<file path="src/rtl/prog_loader_if.sv">
// Host, CPU and RAM signal bundle for the program loader.
// The master side feeds the host stream, the CPU bus and the RAM read data; the slave side is the loader.
interface prog_loader_if #(
  parameter int ADDRESS_WIDTH = 6,
  parameter int DATA_WIDTH    = 10
);
  logic                     i_start;
  logic [ADDRESS_WIDTH:0]   i_length;
  logic [DATA_WIDTH-1:0]    i_checksum;
  logic                     i_valid;
  logic [DATA_WIDTH-1:0]    i_data;
  logic                     o_ready;
  logic [ADDRESS_WIDTH-1:0] i_cpu_addr;
  logic [DATA_WIDTH-1:0]    i_cpu_data;
  logic                     i_cpu_we;
  logic [ADDRESS_WIDTH-1:0] o_ram_addr;
  logic [DATA_WIDTH-1:0]    o_ram_data;
  logic                     o_ram_we;
  logic [DATA_WIDTH-1:0]    i_ram_q;
  logic                     o_cpu_rst;
  logic                     o_busy;
  logic                     o_done;
  logic                     o_error;

  modport master (
    output i_start, i_length, i_checksum, i_valid, i_data,
    output i_cpu_addr, i_cpu_data, i_cpu_we, i_ram_q,
    input  o_ready, o_ram_addr, o_ram_data, o_ram_we,
    input  o_cpu_rst, o_busy, o_done, o_error
  );

  modport slave (
    input  i_start, i_length, i_checksum, i_valid, i_data,
    input  i_cpu_addr, i_cpu_data, i_cpu_we, i_ram_q,
    output o_ready, o_ram_addr, o_ram_data, o_ram_we,
    output o_cpu_rst, o_busy, o_done, o_error
  );
endinterface

</file>
<file path="src/rtl/prog_loader.sv">
// Program loader: writes a host image into RAM, verifies it by checksum on read-back,
// then releases the CPU from reset and hands it the RAM port.
module prog_loader #(
  parameter int ADDRESS_WIDTH = 6,
  parameter int DATA_WIDTH    = 10,
  parameter int DEPTH         = 64
) (
  input  logic         clk,
  input  logic         rst,
  prog_loader_if.slave bus
);
  typedef enum logic [2:0] {IDLE, LOAD, VERIFY, RUN, ERROR} state_t;

  localparam logic [ADDRESS_WIDTH:0]   DEPTH_L = (ADDRESS_WIDTH+1)'(DEPTH);
  localparam logic [ADDRESS_WIDTH:0]   CNT_ONE = (ADDRESS_WIDTH+1)'(1);
  localparam logic [ADDRESS_WIDTH-1:0] PTR_ONE = ADDRESS_WIDTH'(1);

  state_t                   state, next_state;
  logic [ADDRESS_WIDTH-1:0] wr_ptr, rd_ptr, rd_last;
  logic [ADDRESS_WIDTH:0]   length, xfer_cnt, ver_cnt;
  logic [DATA_WIDTH-1:0]    checksum, load_sum, ver_sum, ver_final;
  logic                     start_bad, xfer, load_last, ver_last;
  logic                     cpu_rst, busy, done, error, ready;

  function automatic logic [DATA_WIDTH-1:0] wrap_add(input logic [DATA_WIDTH-1:0] a,
                                                      input logic [DATA_WIDTH-1:0] b);
    return a + b;
  endfunction

  assign start_bad = (bus.i_length == '0) || (bus.i_length > DEPTH_L);
  assign xfer      = (state == LOAD) && bus.i_valid && ready;
  // The transfer count ends the load; wr_ptr alone wraps to 0 for a full-depth image.
  assign load_last = xfer && ((xfer_cnt + CNT_ONE) == length);
  assign ver_last  = (state == VERIFY) && (ver_cnt == length);
  assign ver_final = wrap_add(ver_sum, bus.i_ram_q);
  assign rd_last   = ADDRESS_WIDTH'(length - CNT_ONE);

  // State register and registered status decodes
  always_ff @(posedge clk or posedge rst) begin
    if (rst) begin
      state   <= IDLE;
      cpu_rst <= 1'b1;
      busy    <= 1'b0;
      done    <= 1'b0;
      error   <= 1'b0;
      ready   <= 1'b0;
    end else begin
      state   <= next_state;
      cpu_rst <= (next_state != RUN);
      busy    <= (next_state == LOAD) || (next_state == VERIFY);
      done    <= (next_state == RUN);
      error   <= (next_state == ERROR);
      ready   <= (next_state == LOAD);
    end
  end

  // Next-state logic
  always_comb begin
    next_state = state;
    case (state)
      IDLE, RUN, ERROR: if (bus.i_start) next_state = start_bad ? ERROR : LOAD;
      LOAD:             if (load_last) next_state = VERIFY;
      VERIFY: begin
        if (ver_last)
          next_state = ((load_sum == checksum) && (ver_final == checksum)) ? RUN : ERROR;
      end
      default:          next_state = IDLE;
    endcase
  end

  // Pointers, counters and running sums
  always_ff @(posedge clk or posedge rst) begin
    if (rst) begin
      wr_ptr   <= '0;
      rd_ptr   <= '0;
      length   <= '0;
      xfer_cnt <= '0;
      ver_cnt  <= '0;
      checksum <= '0;
      load_sum <= '0;
      ver_sum  <= '0;
    end else begin
      case (state)
        IDLE, RUN, ERROR: begin
          if (bus.i_start) begin
            length   <= bus.i_length;
            checksum <= bus.i_checksum;
            wr_ptr   <= '0;
            rd_ptr   <= '0;
            xfer_cnt <= '0;
            ver_cnt  <= '0;
            load_sum <= '0;
            ver_sum  <= '0;
          end
        end
        LOAD: begin
          if (xfer) begin
            wr_ptr   <= wr_ptr + PTR_ONE;
            xfer_cnt <= xfer_cnt + CNT_ONE;
            load_sum <= wrap_add(load_sum, bus.i_data);
          end
          if (load_last) begin
            rd_ptr  <= '0;
            ver_cnt <= '0;
          end
        end
        VERIFY: begin
          // RAM read data lags the address by one cycle, so the first verify cycle adds nothing.
          if (ver_cnt != '0) ver_sum <= ver_final;
          if (rd_ptr != rd_last) rd_ptr <= rd_ptr + PTR_ONE;
          ver_cnt <= ver_cnt + CNT_ONE;
        end
        default: ;
      endcase
    end
  end

  // RAM port mux
  always_comb begin
    bus.o_ram_addr = '0;
    bus.o_ram_data = '0;
    bus.o_ram_we   = 1'b0;
    case (state)
      LOAD: begin
        bus.o_ram_addr = wr_ptr;
        bus.o_ram_data = bus.i_data;
        bus.o_ram_we   = xfer;
      end
      VERIFY: bus.o_ram_addr = rd_ptr;
      RUN: begin
        bus.o_ram_addr = bus.i_cpu_addr;
        bus.o_ram_data = bus.i_cpu_data;
        bus.o_ram_we   = bus.i_cpu_we;
      end
      default: ;
    endcase
  end

  assign bus.o_ready   = ready;
  assign bus.o_cpu_rst = cpu_rst;
  assign bus.o_busy    = busy;
  assign bus.o_done    = done;
  assign bus.o_error   = error;
endmodule

</file>
<file path="src/flat_wrapper.sv">
// flat-port wrapper written by rule: the top's interface ports become plain ports
module prog_loader_flat 
#(
  parameter int ADDRESS_WIDTH = 6,
  parameter int DATA_WIDTH    = 10,
  parameter int DEPTH         = 64
)
  (clk, rst, bus_i_start, bus_i_length, bus_i_checksum, bus_i_valid, bus_i_data, bus_i_cpu_addr, bus_i_cpu_data, bus_i_cpu_we, bus_i_ram_q, bus_o_ready, bus_o_ram_addr, bus_o_ram_data, bus_o_ram_we, bus_o_cpu_rst, bus_o_busy, bus_o_done, bus_o_error);
  prog_loader_if #(.ADDRESS_WIDTH(ADDRESS_WIDTH), .DATA_WIDTH(DATA_WIDTH)) bus_i ();
  input  logic clk;
  input  logic rst;
  input wire logic [$bits(bus_i.i_start)-1:0] bus_i_start;
  input wire logic [$bits(bus_i.i_length)-1:0] bus_i_length;
  input wire logic [$bits(bus_i.i_checksum)-1:0] bus_i_checksum;
  input wire logic [$bits(bus_i.i_valid)-1:0] bus_i_valid;
  input wire logic [$bits(bus_i.i_data)-1:0] bus_i_data;
  input wire logic [$bits(bus_i.i_cpu_addr)-1:0] bus_i_cpu_addr;
  input wire logic [$bits(bus_i.i_cpu_data)-1:0] bus_i_cpu_data;
  input wire logic [$bits(bus_i.i_cpu_we)-1:0] bus_i_cpu_we;
  input wire logic [$bits(bus_i.i_ram_q)-1:0] bus_i_ram_q;
  output wire logic [$bits(bus_i.o_ready)-1:0] bus_o_ready;
  output wire logic [$bits(bus_i.o_ram_addr)-1:0] bus_o_ram_addr;
  output wire logic [$bits(bus_i.o_ram_data)-1:0] bus_o_ram_data;
  output wire logic [$bits(bus_i.o_ram_we)-1:0] bus_o_ram_we;
  output wire logic [$bits(bus_i.o_cpu_rst)-1:0] bus_o_cpu_rst;
  output wire logic [$bits(bus_i.o_busy)-1:0] bus_o_busy;
  output wire logic [$bits(bus_i.o_done)-1:0] bus_o_done;
  output wire logic [$bits(bus_i.o_error)-1:0] bus_o_error;
  assign bus_i.i_start = bus_i_start;
  assign bus_i.i_length = bus_i_length;
  assign bus_i.i_checksum = bus_i_checksum;
  assign bus_i.i_valid = bus_i_valid;
  assign bus_i.i_data = bus_i_data;
  assign bus_i.i_cpu_addr = bus_i_cpu_addr;
  assign bus_i.i_cpu_data = bus_i_cpu_data;
  assign bus_i.i_cpu_we = bus_i_cpu_we;
  assign bus_i.i_ram_q = bus_i_ram_q;
  assign bus_o_ready = bus_i.o_ready;
  assign bus_o_ram_addr = bus_i.o_ram_addr;
  assign bus_o_ram_data = bus_i.o_ram_data;
  assign bus_o_ram_we = bus_i.o_ram_we;
  assign bus_o_cpu_rst = bus_i.o_cpu_rst;
  assign bus_o_busy = bus_i.o_busy;
  assign bus_o_done = bus_i.o_done;
  assign bus_o_error = bus_i.o_error;
  prog_loader #(.ADDRESS_WIDTH(ADDRESS_WIDTH), .DATA_WIDTH(DATA_WIDTH), .DEPTH(DEPTH)) u_core (.clk(clk), .rst(rst), .bus(bus_i));
endmodule
</file>
<file path="config.mk">
export PLATFORM = sky130hd
export DESIGN_NAME = prog_loader_flat
export DESIGN_NICKNAME = d
export VERILOG_FILES = /design/src/rtl/prog_loader_if.sv /design/src/rtl/prog_loader.sv /design/src/flat_wrapper.sv
export SDC_FILE = /design/constraint.sdc
export NUM_CORES = 1
export LEC_CHECK = 0
export ABC_AREA = 1
export CAP_MARGIN = 40
export CORE_ASPECT_RATIO = 0.9
export CORE_MARGIN = 5
export CORE_UTILIZATION = 27
export DETAILED_ROUTE_END_ITERATION = 12
export DONT_BUFFER_PORTS = 1
export SLEW_MARGIN = 20
export SYNTH_ARGS = -nofsm -noshare
export SYNTH_HDL_FRONTEND = slang
export SYNTH_SLANG_ARGS = --single-unit
</file>
<file path="constraint.sdc">
create_clock -name clk -period 2.64 [get_ports clk]
set_input_delay 0.396 -clock clk [delete_from_list [all_inputs] [get_ports clk]]
set_output_delay 0.396 -clock clk [all_outputs]
set_load 0.02 [all_outputs]
</file>
=== Yosys cells after proc, flatten, opt, wreduce, memory -nomap -nowiden ===
Index checks and enable logic that the tools add are counted.

* Register bits after elaboration: 71
* Bits in latches: 0
* Bits in writable memories: 0
* Bits in read-only memories: 0
* Word-level logic and storage cells: 85
* Memories kept: 0

* $add $sub $neg: 7
* $mul: 0
* Divide/modulo/power cells: 0
* Magnitude comparators: 1
* Eq/ne operators: 19
* Shift-type cells: 0
* Multiplexer cells: 25
* Bitwise operators: 0
* Reduce and logical (&&, ||, !) cells: 19

{| class="wikitable"
|+ Operators by type and width
! operator !! count
|-
| $pmux W10 S2 || 3
|-
| $pmux W6 S3 || 2
|-
| $mux W10 || 3
|-
| $mux W6 || 4
|-
| $mux W7 || 3
|-
| $pmux W7 S3 || 1
|-
| $add A10 B10 Y10 || 2
|-
| $eq A10 B10 Y1 || 2
|-
| $mux W3 || 5
|-
| $add A7 B1 Y7 const B || 2
|-
| $eq A7 B7 Y1 || 2
|-
| $pmux W7 S2 || 1
|-
| $add A6 B1 Y6 const B || 2
|-
| $eq A3 B2 Y1 const B || 4
|-
| $pmux W6 S2 || 1
|-
| $pmux W3 S3 || 1
|-
| $reduce_and A3 Y1 || 3
|-
| $gt A7 B7 Y1 const B || 1
|-
| $logic_not A7 Y1 || 1
|-
| $reduce_bool A7 Y1 || 1
|-
| $eq A3 B1 Y1 const B || 2
|-
| $eq A3 B3 Y1 const B || 2
|-
| $ne A2 B2 Y1 const B || 3
|-
| $ne A6 B6 Y1 || 1
|-
| other kinds (12) || 19
|}

=== Logic depth before layout (Yosys ltp) ===
* Word-level depth: 8
* Depth in mapped cells: 20
* Depth with buffers taken out: 20

=== Worst setup path after synthesis ===
OpenSTA, ideal clock, no wires.

* Kind: input to register
* Start point: input bus_i_ram_q[0]
* End point: register u_core.busy, in the netlist u_core.bus.o_busy
* Library setup time: 119 ps
* Data arrival time: 2,087 ps
* Slack: 434 ps
* Stages: 19
* Buffers on the path: 0
* Cells stage by stage: ha_1 inv_1 fa_1 inv_1 nand3_1 nand2_1 nand2_1 nand2_1 nand2_1 nand2_1 nand2_1 nand2_1 nand2_1 nor2_2 nand4_1 nand2_2 clkinv_1 nand2_1 nand2_1

* Cells in the longest elaborated chain, start to end: 8

{| class="wikitable"
|+ RTL lines
! element !! line !! RTL
|-
| start, declared || flat_wrapper.sv:20 || <nowiki>input wire logic [$bits(bus_i.i_ram_q)-1:0] bus_i_ram_q;</nowiki>
|-
| $add A10 B10 Y10 * || prog_loader.sv:27 || <nowiki>return a + b;</nowiki>
|-
| $eq A10 B10 Y1 * || prog_loader.sv:65 || <nowiki>next_state = ((load_sum == checksum) && (ver_final == checksum)) ? RUN : ERROR;</nowiki>
|-
| $logic_and A1 B1 Y1 * || prog_loader.sv:65 ||
|-
| $mux W3 * || prog_loader.sv:65 ||
|-
| $mux W3 * || prog_loader.sv:64 || <nowiki>if (ver_last)</nowiki>
|-
| $pmux W3 S3 * || prog_loader.sv:60 || <nowiki>case (state)</nowiki>
|-
| net u_core.next_state[0] || prog_loader.sv:18 || <nowiki>state_t state, next_state;</nowiki>
|-
| $eq A3 B1 Y1 / $eq A3 B2 Y1 (equally long branches) || prog_loader.sv:50 || <nowiki>busy <= (next_state == LOAD) || (next_state == VERIFY);</nowiki>
|-
| $logic_or A1 B1 Y1 * || prog_loader.sv:50 ||
|-
| end signal, assigned || prog_loader.sv:50 ||
|-
| end, declared || prog_loader.sv:23 || <nowiki>logic cpu_rst, busy, done, error, ready;</nowiki>
|}

Mark *: on every way through the listed nets, which the timed path passes. The rest lies on a longest branch.
A chain may end at the register's enable or synchronous reset.

=== Worst setup path after layout ===
* Start point: register u_core.ver_sum[0]
* End point: register u_core.busy, in the netlist u_core.bus.o_busy

* Cells in the longest elaborated chain, start to end: 8

{| class="wikitable"
|+ RTL lines
! element !! line !! RTL
|-
| start, declared || prog_loader.sv:21 || <nowiki>logic [DATA_WIDTH-1:0] checksum, load_sum, ver_sum, ver_final;</nowiki>
|-
| start signal, assigned || prog_loader.sv:109 || <nowiki>if (ver_cnt != '0) ver_sum <= ver_final;</nowiki>
|-
| $add A10 B10 Y10 * || prog_loader.sv:27 ||
|-
| $eq A10 B10 Y1 * || prog_loader.sv:65 ||
|-
| $logic_and A1 B1 Y1 * || prog_loader.sv:65 ||
|-
| $mux W3 * || prog_loader.sv:65 ||
|-
| $mux W3 * || prog_loader.sv:64 ||
|-
| $pmux W3 S3 * || prog_loader.sv:60 ||
|-
| $eq A3 B1 Y1 / $eq A3 B2 Y1 (equally long branches) || prog_loader.sv:50 ||
|-
| $logic_or A1 B1 Y1 * || prog_loader.sv:50 ||
|}

Mark *: on every way between the ends. The rest lies on a longest branch, timed or not.

==> reports/results.txt <==
Register-to-Register Path Depth: 16
F_max: 0.418 GHz
FFs w/ async S/R, synth: 100%
Routed WL: 13500 um
Mean Syn Cell Area: 7.31 um2
Via count: 4314
Worst-margin pin slew: 0.664 ns
CORE AREA: 18300 um2
Peak supply drop: 0.362 mV
GRT Util Overall: 12.8%
Fin crit share: 90.6%
RePlAce Congestion: 0.847
Outcome: finished, final reports clean
Worst slew margin: 55.7%
Final setup fails: 0
Syn Inst Count: 688
Largest net degree at the start of global routing: 47
Max incr delay on CP: 0.43 ns
Static leakage: 2.70 nW
Slew Limit Fails: 0
CTS root buf: clkbuf_16
Power Density: 828 nW/um2
Syn Nets: 772
Die width: 154 um
Num CTS Buffers: 9
Syn. warnings: 0
Die height: 140 um
First-pass GRT wire length: 21900 um
Clock sinks: 71
Critical path class: register to register
Clock Skew: 0.00632 ns
Nets@finish: 774
Grt ovf: 0
# port buffers: 0
Multi-input gate area: 2870 um2
Synth Flop Type: dfrtp_1
# IOs: 80
Setup WS post-layout: 0.247 ns
Crit path DAT: 2.61 ns
Longest Clk Path Bufs: 2
Drc violations: 0
Most used cell along the critical path: nand2_1
Mapped Area: 5030 um2
Std cell rows: 47
Register area: 1780 um2
CP max-delay cell: fa_1
Worst-path cell chain: ha_4 -> inv_1 -> fa_1 -> xnor2_1 -> nor2_1 -> nand2_1 -> nor2_1 -> nand3_1 -> nor2_1 -> nand2_1 -> nor2_2 -> nand2_1 -> nand2_2 -> nand2_1 -> nand3_1 -> nand2_1
Final Hold Viols: 0
CP endpoint kind: register
Max Cap Viol: 0
Initial antenna violation count: 0
Max FO, Critical Path: 4
HP Class: primary input to async pin
Total power: 4.70 mW
Seq cells post-synth: 71
Initial Util: 27.4%
Setup WS pre-CTS: 0.181 ns
Clock-pin slew of the registers on the worst-case setup and hold paths: 0.06 ns
RR Endpoint: u_core.bus.o_busy
Worst reg2reg setup slack: 0.25 ns
Vias per cell: 4.59
Tmin final: 2.39 ns
Distinct cells, synth: 47
Wire per inst: 14.3 um
DRT Pass-1 Iters: 4
Clock latency on the worst-skew pair: 0.34 ns
Iteration-0 DRC Markers: 229
Post-synth EDFFs: 0
Crit start category: register
Share of layout cells above drive strength 1: 9.50%
Post-route ant nets: 0
H-tree depth: 3
Sequential share of the synthesized area: 35.3%
Hpwl dp: 10600 um
CTS tree: yes
Die outline area: 21500 um2
Diodes inserted: 0
Synthesis-to-finish area growth: 12.7%
R2R Path Start: u_core.ver_sum[0]
Critical Path RT: 2.86 ns
Vias in the first global route: 4156
FILL cells: 1987
==> state kept, by name (all words and copies together), names as in the netlist <==
signal	flops
u_core.xfer_cnt	7
u_core.bus.o_cpu_rst	1
u_core.bus.o_error	1
u_core.checksum	10
u_core.load_sum	10
u_core.bus.o_ready	1
u_core.rd_ptr	6
u_core.ver_cnt	7
u_core.state	3
u_core.ver_sum	10
u_core.length	7
u_core.bus.o_busy	1
u_core.wr_ptr	6
u_core.bus.o_done	1
==> worst max path at each step <==
stage,startpoint,endpoint,slack (ns),depth (start not counted)
2_1_floorplan,bus_i_ram_q[0],u_core.bus.o_busy,0.43,19
5_1_grt,u_core.ver_sum[0],u_core.bus.o_busy,-0.008,19
3_5_place_dp,bus_i_ram_q[0],u_core.bus.o_busy,0.18,16
6_report,u_core.ver_sum[0],u_core.bus.o_busy,0.25,16
3_3_place_gp,bus_i_ram_q[0],u_core.bus.o_busy,0.25,16
4_1_cts,u_core.ver_sum[0],u_core.bus.o_busy,0.20,16
==> final cells by class <==
class                           instances  share of cell area, %
Clock inverter                          7                   1.30
Sequential cell                        71                   31.3
Timing Repair Buffer                    9                   1.41
Inverter                               90                   6.04
Clock buffer                            9                   3.97
Multi-Input combinational cell        509                   50.5
Tap cell                              245                   5.40
==> cell usage after synthesis, types with 2 or more instances <==
| cell | number | area (um2) |
|---|---|---|
| o21ai_1 | 5 | 25.0 |
| nand2_4 | 3 | 33.8 |
| xor2_1 | 19 | 166 |
| o211ai_1 | 4 | 30.0 |
| nand4_1 | 9 | 56.3 |
| nand3_1 | 51 | 255 |
| nand2_2 | 8 | 50.1 |
| nor3_1 | 9 | 45.0 |
| a21oi_1 | 20 | 100 |
| a22o_1 | 10 | 87.6 |
| nor2_8 | 2 | 40.0 |
| nor2_2 | 6 | 37.5 |
| dfrtp_1 | 70 | 1750 |
| inv_2 | 5 | 18.8 |
| inv_1 | 83 | 312 |
| o22ai_1 | 10 | 62.6 |
| ha_1 | 24 | 300 |
| nand3_2 | 2 | 20.0 |
| buf_2 | 3 | 15.0 |
| o21ai_0 | 51 | 255 |
| xnor2_1 | 17 | 149 |
| nor2_1 | 38 | 143 |
| clkbuf_1 | 13 | 48.8 |
| nand3b_1 | 2 | 15.0 |
| fa_1 | 2 | 40.0 |
| nand2_1 | 201 | 754 |
==> metal layers <==
layer	part of all wire, %	up-vias	GRT usage (%)
li1	-	2244	-
met1	50	1966	18.1
met2	44	84	19.3
met3	3.8	20	2.61
met4	2.6	0	4.74
met5	0	-	0
==> per-stage QoR <==
stage	setup TNS (ns)	util (%)	instances	hold slack, ns	instance area, um2
floorplan	0	-	688	0.482	5030
global placement	0	29.1	923	0.387	5350
detailed placement	0	29.1	923	0.389	5350
CTS	0	30.8	939	0.0153	5650
global route	-0.00794	30.9	940	0.0532	5670
finish	0	30.9	940	0.00483	5670
==> kinds of logic after synthesis <==
group	synth area share (%)
adders and majority gates	6.76
xor gates and xnor gates	6.27
AOI/OAI and AO/OA	12.6
and+or+nand+nor	30.8
DFF	35.3
buffers and inverters	8.25
==> critical path: cells and delay by family, from the launching register on <==
kind	cells	cell delay, ns
DFF	1	0.41
and+or+nand+nor	12	1.04
adders and majority gates	2	0.61
buffers and inverters	1	0.06
xor gates and xnor gates	1	0.14
==> timing repair <==
| item | 4_1_cts | 5_1_grt |
|---|---|---|
| hold buffers | 0 | 0 |
| endpoints found under the setup margin | 0 | 4 |
| buffers inserted | 0 | 1 |
| resized for setup | 0 | 4 |
==> report_power, final <==
group          switching (mW)  internal (mW)
registers               0.325           1.32
logic                    1.18          0.646
clock network           0.497          0.731
==> placed cells by master (no fill, tap or decap), types with 5 or more instances in the layout <==
cell       synthesis  final
a22o_1            10     10
xnor2_1           17     17
buf_4              0      8
nand4_1            9      9
dfrtp_1           70     70
o22ai_1           10     10
xor2_1            19     19
nand2_1          201    200
nor3_1             9      9
o21ai_0           51     51
a21oi_1           20     20
nor2_2             6      6
ha_1              24     23
inv_1             83     82
o21ai_1            5      5
inv_2              5      6
clkbuf_16          0      9
nand2_2            8      9
nand3_1           51     50
nor2_1            38     38
No activity file was read; power rests on OpenSTA's default activity.
